<file path="config.mk">
export PLATFORM = sky130hd
export DESIGN_NAME = mux_rr_arbiter_flat
export DESIGN_NICKNAME = d
export VERILOG_FILES = /design/src/rtl/mux_rr_arbiter_if.sv /design/src/rtl/mux_rr_arbiter.sv /design/src/flat_wrapper.sv
export SDC_FILE = /design/constraint.sdc
export NUM_CORES = 1
export LEC_CHECK = 0
export CORE_AREA = 2 2 39 41
export CTS_CLUSTER_SIZE = 24
export DETAILED_ROUTE_END_ITERATION = 12
export DIE_AREA = 0 0 41 43
export PLACE_DENSITY = 0.75
export SLEW_MARGIN = 20
export SYNTH_ARGS = -nofsm -noshare
export SYNTH_HDL_FRONTEND = slang
export SYNTH_SLANG_ARGS = --single-unit
</file>
<file path="constraint.sdc">
create_clock -name clk -period 3.65 [get_ports clk]
set_clock_uncertainty 0.2 [all_clocks]
set_input_delay 0.9125 -clock clk [delete_from_list [all_inputs] [get_ports clk]]
set_output_delay 0.9125 -clock clk [all_outputs]
set_load 0.1 [all_outputs]
</file>
<file path="src/rtl/mux_rr_arbiter_if.sv">
// Bundle of the requester-side and sink-side stream signals shared by the
// round-robin packet arbiter. The master side drives requests and downstream ready.
interface mux_rr_arbiter_if #(
  parameter int N     = 2,
  parameter int W     = 8,
  parameter int SEL_W = (N > 1) ? $clog2(N) : 1
);
  logic [N-1:0]     req_valid;
  logic [N*W-1:0]   req_data;
  logic [N-1:0]     req_last;
  logic [N-1:0]     req_ready;
  logic             out_valid;
  logic [W-1:0]     out_data;
  logic             out_last;
  logic             out_ready;
  logic [N-1:0]     grant;
  logic [SEL_W-1:0] sel;
  logic             busy;

  modport master (
    output req_valid, req_data, req_last, out_ready,
    input  req_ready, out_valid, out_data, out_last, grant, sel, busy
  );

  modport slave (
    input  req_valid, req_data, req_last, out_ready,
    output req_ready, out_valid, out_data, out_last, grant, sel, busy
  );
endinterface

</file>
<file path="src/rtl/mux_rr_arbiter.sv">
// Round-robin packet arbiter: locks one requester onto the shared output channel
// for a whole packet and steers the mux select and ready gating to match.
module mux_rr_arbiter #(
  parameter int N     = 2,
  parameter int W     = 8,
  parameter int SEL_W = (N > 1) ? $clog2(N) : 1
) (
  input  logic              clk,
  input  logic              rst_n,
  mux_rr_arbiter_if.slave   bus
);

  typedef enum logic {IDLE, BUSY} state_t;

  state_t           state_q, state_d;
  logic [SEL_W-1:0] cur_q, cur_d;
  logic [SEL_W-1:0] last_q, last_d;
  logic [SEL_W-1:0] pick;
  logic             found;
  logic [W-1:0]     lane [N];

  for (genvar i = 0; i < N; i++) begin : g_lane
    assign lane[i] = bus.req_data[i*W +: W];
  end

  function automatic logic [SEL_W-1:0] rr_index(input logic [SEL_W-1:0] base,
                                                input int unsigned k);
    int unsigned s;
    s = (32'(base) + k) % N;
    return SEL_W'(s);
  endfunction

  // First valid requester after the most recent grant, wrapping modulo N.
  always_comb begin
    pick  = '0;
    found = 1'b0;
    for (int unsigned k = 1; k <= N; k++) begin
      if (!found && bus.req_valid[rr_index(last_q, k)]) begin
        found = 1'b1;
        pick  = rr_index(last_q, k);
      end
    end
  end

  assign bus.sel      = cur_q;
  assign bus.out_data = lane[cur_q];

  always_comb begin
    state_d       = state_q;
    cur_d         = cur_q;
    last_d        = last_q;
    bus.out_valid = 1'b0;
    bus.out_last  = 1'b0;
    bus.req_ready = '0;
    bus.grant     = '0;
    bus.busy      = 1'b0;
    case (state_q)
      IDLE: begin
        if (found) begin
          cur_d   = pick;
          state_d = BUSY;
        end
      end
      BUSY: begin
        bus.busy             = 1'b1;
        bus.grant[cur_q]     = 1'b1;
        bus.out_valid        = bus.req_valid[cur_q];
        bus.out_last         = bus.req_last[cur_q];
        bus.req_ready[cur_q] = bus.out_ready;
        // Only an accepted last beat releases the grant; a valid gap keeps it.
        if (bus.req_valid[cur_q] && bus.out_ready && bus.req_last[cur_q]) begin
          state_d = IDLE;
          last_d  = cur_q;
        end
      end
      default: state_d = IDLE;
    endcase
  end

  always_ff @(posedge clk or negedge rst_n) begin
    if (!rst_n) begin
      state_q <= IDLE;
      cur_q   <= '0;
      last_q  <= SEL_W'(N - 1);
    end else begin
      state_q <= state_d;
      cur_q   <= cur_d;
      last_q  <= last_d;
    end
  end

endmodule

</file>
<file path="src/flat_wrapper.sv">
// flat-port wrapper written by rule: the top's interface ports become plain ports
module mux_rr_arbiter_flat 
#(
  parameter int N     = 2,
  parameter int W     = 8,
  parameter int SEL_W = (N > 1) ? $clog2(N) : 1
)
  (clk, rst_n, bus_req_valid, bus_req_data, bus_req_last, bus_out_ready, bus_req_ready, bus_out_valid, bus_out_data, bus_out_last, bus_grant, bus_sel, bus_busy);
  mux_rr_arbiter_if #(.N(N), .W(W), .SEL_W(SEL_W)) bus_i ();
  input  logic clk;
  input  logic rst_n;
  input wire logic [$bits(bus_i.req_valid)-1:0] bus_req_valid;
  input wire logic [$bits(bus_i.req_data)-1:0] bus_req_data;
  input wire logic [$bits(bus_i.req_last)-1:0] bus_req_last;
  input wire logic [$bits(bus_i.out_ready)-1:0] bus_out_ready;
  output wire logic [$bits(bus_i.req_ready)-1:0] bus_req_ready;
  output wire logic [$bits(bus_i.out_valid)-1:0] bus_out_valid;
  output wire logic [$bits(bus_i.out_data)-1:0] bus_out_data;
  output wire logic [$bits(bus_i.out_last)-1:0] bus_out_last;
  output wire logic [$bits(bus_i.grant)-1:0] bus_grant;
  output wire logic [$bits(bus_i.sel)-1:0] bus_sel;
  output wire logic [$bits(bus_i.busy)-1:0] bus_busy;
  assign bus_i.req_valid = bus_req_valid;
  assign bus_i.req_data = bus_req_data;
  assign bus_i.req_last = bus_req_last;
  assign bus_i.out_ready = bus_out_ready;
  assign bus_req_ready = bus_i.req_ready;
  assign bus_out_valid = bus_i.out_valid;
  assign bus_out_data = bus_i.out_data;
  assign bus_out_last = bus_i.out_last;
  assign bus_grant = bus_i.grant;
  assign bus_sel = bus_i.sel;
  assign bus_busy = bus_i.busy;
  mux_rr_arbiter #(.N(N), .W(W), .SEL_W(SEL_W)) u_core (.clk(clk), .rst_n(rst_n), .bus(bus_i));
endmodule
</file>
Word level (Yosys, flattened, before mapping) --
Index checks and enable logic that the tools add are counted.
Word-level totals: register bits after elaboration 3, input bits 23, logic and storage cells 45
Operators by class: add/sub/neg operators 2, magnitude comparators 5, reduce and logical (&&, ||, !) cells 7, bitwise logic cells 3, muxes and demuxes 25
Operator list (number):
- $mux W8 | 3
- $mux W1 | 18
- $lt A1 B2 Y1 const B | 3
- $logic_and A1 B1 Y1 | 4
- $mux W2 | 2
- $reduce_and A2 Y1 | 2
- $add A1 B1 Y1 const B | 2
- $and A2 B2 Y2 | 1
- $ge A2 B2 Y1 const B | 1
- $not A1 Y2 | 1
- $pmux W1 S2 | 1
- $demux W1 S1 | 1
- $ge A1 B1 Y1 const B | 1
- $logic_not A1 Y1 | 1
- $not A1 Y1 | 1

Depth between registers and ports, before layout --
Gate-level depths: netlist of the first run.
depth in word-level cells 9, gate-level depth with buffers 4

Worst setup path after synthesis of the first run --
OpenSTA, ideal clock, no wires.
path type flip-flop to output port, start register u_core.state_q, end output bus_grant[0], stages on the path, launching flop included 3, arrival 2521 ps, required time 2538 ps, setup slack 17 ps, path through dfrtp_1 > inv_1 > nor2_1
On the way: cells in the longest elaborated chain, start to end 1
Ends and longest elaborated chain:
- start, declared | line mux_rr_arbiter.sv:15 | state_t state_q, state_d;
- start signal, assigned | line mux_rr_arbiter.sv:86 | state_q <= state_d;
- $mux W2 | line mux_rr_arbiter.sv:57 | case (state_q)
- end, declared | line flat_wrapper.sv:20 | output wire logic [$bits(bus_i.grant)-1:0] bus_grant;
No other way between the ends.

Final worst setup path of the first run --
start input bus_req_valid[1], end output bus_out_valid
On the way: cells in the longest elaborated chain, start to end 3
Ends and longest elaborated chain:
- start, declared | line flat_wrapper.sv:12 | input wire logic [$bits(bus_i.req_valid)-1:0] bus_req_valid;
- $mux W1 (not written as such) (2 in a row) | line mux_rr_arbiter.sv:67 | bus.out_valid = bus.req_valid[cur_q];
- $mux W1 | line mux_rr_arbiter.sv:57
- end, declared | line flat_wrapper.sv:17 | output wire logic [$bits(bus_i.out_valid)-1:0] bus_out_valid;
No other way between the ends. The select of a mux whose other input is x is not followed.

==> results of run 1 <==
[placed cells by master, fill, tap and decap left out]
cell	synthesis	layout
a21oi_1	1	1
a32o_1	1	1
a41oi_1	1	1
and2_1	1	1
and3_1	1	1
buf_12	0	12
buf_4	0	4
clkbuf_1	0	1
clkbuf_4	0	3
clkdlybuf4s50_1	0	22
dfrtp_1	2	2
dfstp_2	1	1
inv_1	1	1
mux2_2	4	4
mux2_4	4	4
mux2i_1	2	2
nand2_1	3	3
nand4_1	1	1
nor2_1	6	6
nor3_1	2	2
[state kept, by name, indices dropped and copies added, names as in the netlist]
| signal | cells |
|---|---|
| u_core.bus.sel | 1 |
| u_core.last_q | 1 |
| u_core.state_q | 1 |
[logic make-up (layout without fill, tap and decap cells)]
logic type	Yosys count	in the layout	synth area share, %
AO/OA/AOI/OAI	3	3	7.48
buffers and inverters	3	43	9.45
flip-flops	3	3	24.0
AND/OR/NAND/NOR	14	14	19.7
multiplexers	10	10	39.4
[final cells by class]
cell class	instances	area (µm²)	share of cell area, %
Sequential cell	3	76.3	9.21
Timing Repair Buffer	38	490	59.2
Clock buffer	4	26.3	3.17
Multi-Input combinational cell	27	211	25.5
Tap cell	16	20.0	2.42
Inverter	1	3.75	0.453
[worst min-delay path: stages (launching register included)]
cell and delay (ns):
dfstp_2 0.37, a21oi_1 0.11, nor2_1 0.05
[per-stage QoR]
stage / hold slack (ns) / utilization (%)
finish: 0.344 / 59.9
global route: 0.367 / 59.9
CTS: 0.342 / 59.9
detailed placement: 0.339 / 58.0
global placement: 0.334 / 58.0
floorplan: 0.316 / -
[worst paths after layout]
kind	from	cells past startpoint	to	slack, ns
max	bus_req_valid[1]	4	bus_out_valid	0.56
min	u_core.last_q	2	u_core.last_q	0.34
max reg2reg	u_core.bus.sel	3	u_core.state_q	2.10
min reg2reg	u_core.last_q	2	u_core.last_q	0.34
max in group asynchronous	rst_n	1	u_core.last_q	2.38
min in group asynchronous	rst_n	1	u_core.state_q	0.66
[layer usage]
metal  vias up  global-route usage [%]  share of wire, %  wire length (µm)
met1       175                    13.2                33               366
met2        20                    21.3                54               602
li1        199                       -                 -                 -
met3         2                    4.19                12               130
met4         0                    8.00               1.6                18
met5         -                       0                 0                 0
==> run_results.csv, run 1 <==
group,metric,value,unit
status,status,"complete, no violations",
clocking,cts_hold_buf,0,
place,gp_congestion,0.663,
routing,drtPass1Iterations,4,
routing,vias_per_cell,4.45,
synth,synth_top_cells_by_area,"mux2_4, dfrtp_1, mux2_2, dfstp_2, nor2_1",
clocking,clockBufferDepth,2,
clocking,cts_buffers,3,
synth,yosys-top-cells-count,"nor2_1, mux2_2, mux2_4, nand2_1",
grt,overflow,0,
routing,routed-via-count,396,
grt,antenna_found_initial,0,
floorplanning,fp.dieW,41,µm
routing,ant_nets,0,
synth,syn-mean-instance-area,9.63,µm²
flow_run,cap_viol_max_count,0,
floorplanning,num_io_pins,39,
place,hpwl,885,µm
synth,async_flop_share,100,%
synth,yosysWarnings,0,
grt,grt_usage,13.0,%
synth,synthCells,33,
finish,finalInstanceArea,828,µm²
routing,first_iter_violations,3,
sta,worst_pin_slew,0.676,ns
sta,fmax,324,MHz
synth,yosys.area.top_type_share,18.9,%
routing,drc,0,
clocking,clock-sinks,3,
sta,post-route-period-util,84.6,%
synth,synth_cell_types,17,
place,pre_cts_ws,0.560,ns
finish,stdcell_count,89,
finish,drive_gt1_share,38.4,%
synth,ys_seq_area_share,24.0,%
floorplanning,start_util,23.0,%
clocking,cts_root_buf,"clkbuf_4",
clocking,clk_pin_slew,0.04,ns
sta,rsz0062_at_grt,"no",
routing,wire_per_inst,12.6,µm
grt,grt_pass1_vias,351,
clocking,clk_latency,0.23,ns
sta,setup_slack,0.563,ns
clocking,htree_levels,1,
floorplanning,die_h,43,µm
setup_path,end_kind,"output port",
setup_path,critPathLaunchType,"input port",
synth,ys_ff_latch,3,
place,dp.cells,85,
synth,synth_flop_cell,"dfrtp_1",
clocking,cts_setup_buffers,0,
floorplanning,die_area,1760,µm²
finish,n_fill_cell,122,
setup_path,arrival,1.97,ns
setup_path,cpLargestDelayFamily,"buffers and inverters",
clocking,post_cts_resized,0,
sta,min_period,3.09,ns
sta,finalHoldViolCount,0,
setup_path,critPathSlowestCell,"clkdlybuf4s50_1",
grt,grt_pass1_wl,1510,µm
grt,grt_max_degree,18,
synth,synth_edf_count,0,
setup_path,crit_path_cell_trace,"clkdlybuf4s50_1 -> mux2i_1 -> nor2_1 -> buf_12",
setup_path,crit_buf_inv,2,
synth,yosysMostFrequentCell,"nor2_1",
synth,synth_area,318,µm²
finish,diodes,0,
hold_path,hold_path.class,"reg2reg",
setup_path,max_stage_delay,0.54,ns
setup_path,crit_path_max_fanout,4,
sta,maxSlewViolCount,0,
place,placed_area,802,µm²
place,numPortBuffers,38,
synth,yosysTopAreaCell,"mux2_4",
setup_path,worstPathRequired,2.54,ns
floorplanning,core_area,1380,µm²
sta,fin_tns_setup,0,ns
sta,setup_viol,0,
finish,nets,97,
setup_path,path_class,"in2out",
synth,syn_nets,56,
routing,finalWirelength,1120,µm
sta,relSlewSlack,54.9,%
clocking,cts_tree,"yes",
floorplanning,fp-row-count,14,
finish,area_delta_synth_final,161,%
Power of run 1 is left out: the tool's default activity adds up to more than one toggle a clock period on the data nets, which glitch-free logic cannot reach.
==> run 2, diff against run 1 <==
--- a/config.mk
+++ b/config.mk
@@ -5,11 +5,11 @@
 export SDC_FILE = /design/constraint.sdc
 export NUM_CORES = 1
 export LEC_CHECK = 0
-export CORE_AREA = 2 2 39 41
+export CORE_MARGIN = 2
+export CORE_UTILIZATION = 22
 export CTS_CLUSTER_SIZE = 24
 export DETAILED_ROUTE_END_ITERATION = 12
-export DIE_AREA = 0 0 41 43
-export PLACE_DENSITY = 0.75
+export PLACE_DENSITY = 0.72
 export SLEW_MARGIN = 20
 export SYNTH_ARGS = -nofsm -noshare
 export SYNTH_HDL_FRONTEND = slang
==> constraint.sdc (replaced) <==
create_clock -name clk -period 2.55 [get_ports clk]
set_clock_uncertainty 0.2 [all_clocks]
set_input_delay 0.6375 -clock clk [delete_from_list [all_inputs] [get_ports clk]]
set_output_delay 0.6375 -clock clk [all_outputs]
set_load 0.1 [all_outputs]
==> run_results.csv, run 2 (synthesized netlist as in run 1, its figures left out) <==
group,metric,value,unit
place,numPortBuffers,38,
clocking,cts_tree,"yes",
finish,drive_gt1_share,50.7,%
floorplanning,die_h,42.0,µm
place,hpwl,949,µm
finish,stdcell_count,90,
clocking,post_cts_resized,0,
routing,finalWirelength,1150,µm
setup_path,worstPathRequired,1.71,ns
routing,wire_per_inst,12.7,µm
setup_path,arrival,1.60,ns
finish,nets,99,
flow_run,cap_viol_max_count,0,
sta,relSlewSlack,68.5,%
sta,worst_pin_slew,0.472,ns
status,status,"complete, no violations",
grt,grt_usage,14.9,%
sta,post-route-period-util,95.5,%
hold_path,hold_path.class,"reg2reg",
sta,maxSlewViolCount,0,
routing,first_iter_violations,7,
grt,grt_pass1_vias,416,
clocking,clockBufferDepth,2,
finish,n_fill_cell,107,
clocking,cts_buffers,3,
finish,layout_common_cells,"clkdlybuf4s50_1, buf_12, nor2_4, mux2_4, mux2_2",
clocking,clk_pin_slew,0.03,ns
sta,min_period,2.43,ns
clocking,clock-sinks,3,
floorplanning,fp-row-count,13,
sta,fmax,411,MHz
floorplanning,fp.dieW,42.0,µm
setup_path,crit_path_max_fanout,4,
routing,vias_per_cell,4.61,
floorplanning,core_area,1320,µm²
routing,ant_nets,0,
sta,finalHoldViolCount,0,
floorplanning,start_util,24.1,%
clocking,htree_levels,1,
finish,area_delta_synth_final,188,%
floorplanning,die_area,1760,µm²
grt,grt_pass1_wl,1950,µm
place,dp.cells,86,
clocking,cts_hold_buf,0,
sta,fin_tns_setup,0,ns
floorplanning,num_io_pins,39,
clocking,cts_setup_buffers,0,
routing,drc,0,
sta,setup_viol,0,
finish,final_common_cell,"clkdlybuf4s50_1",
routing,drtPass1Iterations,4,
place,gp_congestion,0.765,
sta,setup_slack,0.115,ns
routing,routed-via-count,415,
setup_path,end_kind,"output port",
sta,rsz0062_at_grt,"no",
setup_path,critPathLaunchType,"input port",
clocking,cts_root_buf,"clkbuf_4",
setup_path,path_class,"in2out",
grt,grt_max_degree,18,
grt,overflow,0,
finish,diodes,0,
place,pre_cts_ws,0.116,ns
clocking,clk_latency,0.24,ns
grt,antenna_found_initial,0,
## run 2: changes by cell type in the layout (fill, tap and decap cells not counted), sizes merged
cell  change
buf       +2
## run 2: per-layer routing
layer | global-route usage (%) | up-vias | routed length [µm]
met3 | 5.17 | 2 | 131
met2 | 22.2 | 29 | 515
met4 | 7.74 | 0 | 18
li1 | - | 204 | -
met1 | 18.8 | 180 | 480
met5 | 0 | - | 0
## run 2: final timing paths
check,startpoint,to,slack (ns),cells after the start
worst max-delay path,bus_out_ready,bus_req_ready[0],0.12,4
worst min-delay path,u_core.last_q,u_core.last_q,0.34,2
worst max register to register,u_core.bus.sel,u_core.state_q,1.03,3
worst min register to register,u_core.last_q,u_core.last_q,0.34,2
max in group asynchronous,rst_n,u_core.last_q,1.55,1
min in group asynchronous,rst_n,u_core.state_q,0.37,1
## run 2: area by class of cell
cell class / instances / area, µm² / share of cell area [%]
Tap cell: 15 / 18.8 / 2.05
Multi-Input combinational cell: 27 / 244 / 26.7
Sequential cell: 3 / 78.8 / 8.62
Timing Repair Buffer: 40 / 543 / 59.4
Clock buffer: 4 / 26.3 / 2.87
Inverter: 1 / 3.75 / 0.410
## run 2: metrics by stage
step                      hold slack, ns  instance area (µm²)  utilization, %
after detailed placement           0.340                  888            67.4
after floorplan                    0.142                  353               -
after global placement             0.332                  888            67.4
final                              0.344                  915            69.4
after CTS                          0.346                  915            69.4
after global routing               0.381                  915            69.4
## run 2: critical path, cell delays in order
cell and delay, ns:
clkdlybuf4s50_1 0.52, nand2_1 0.13, nor2_4 0.13, buf_12 0.18
Power of run 2 is left out for the same reason.
==> run 3, diff against run 2 <==
--- a/config.mk
+++ b/config.mk
@@ -10,6 +10,7 @@
 export CTS_CLUSTER_SIZE = 24
 export DETAILED_ROUTE_END_ITERATION = 12
 export PLACE_DENSITY = 0.72
+export SKIP_LAST_GASP = 1
 export SLEW_MARGIN = 20
 export SYNTH_ARGS = -nofsm -noshare
 export SYNTH_HDL_FRONTEND = slang
==> results of run 3 <==
No change in the layout: final DEF, timing and power equal those of run 2.
Power of run 3 is left out for the same reason.
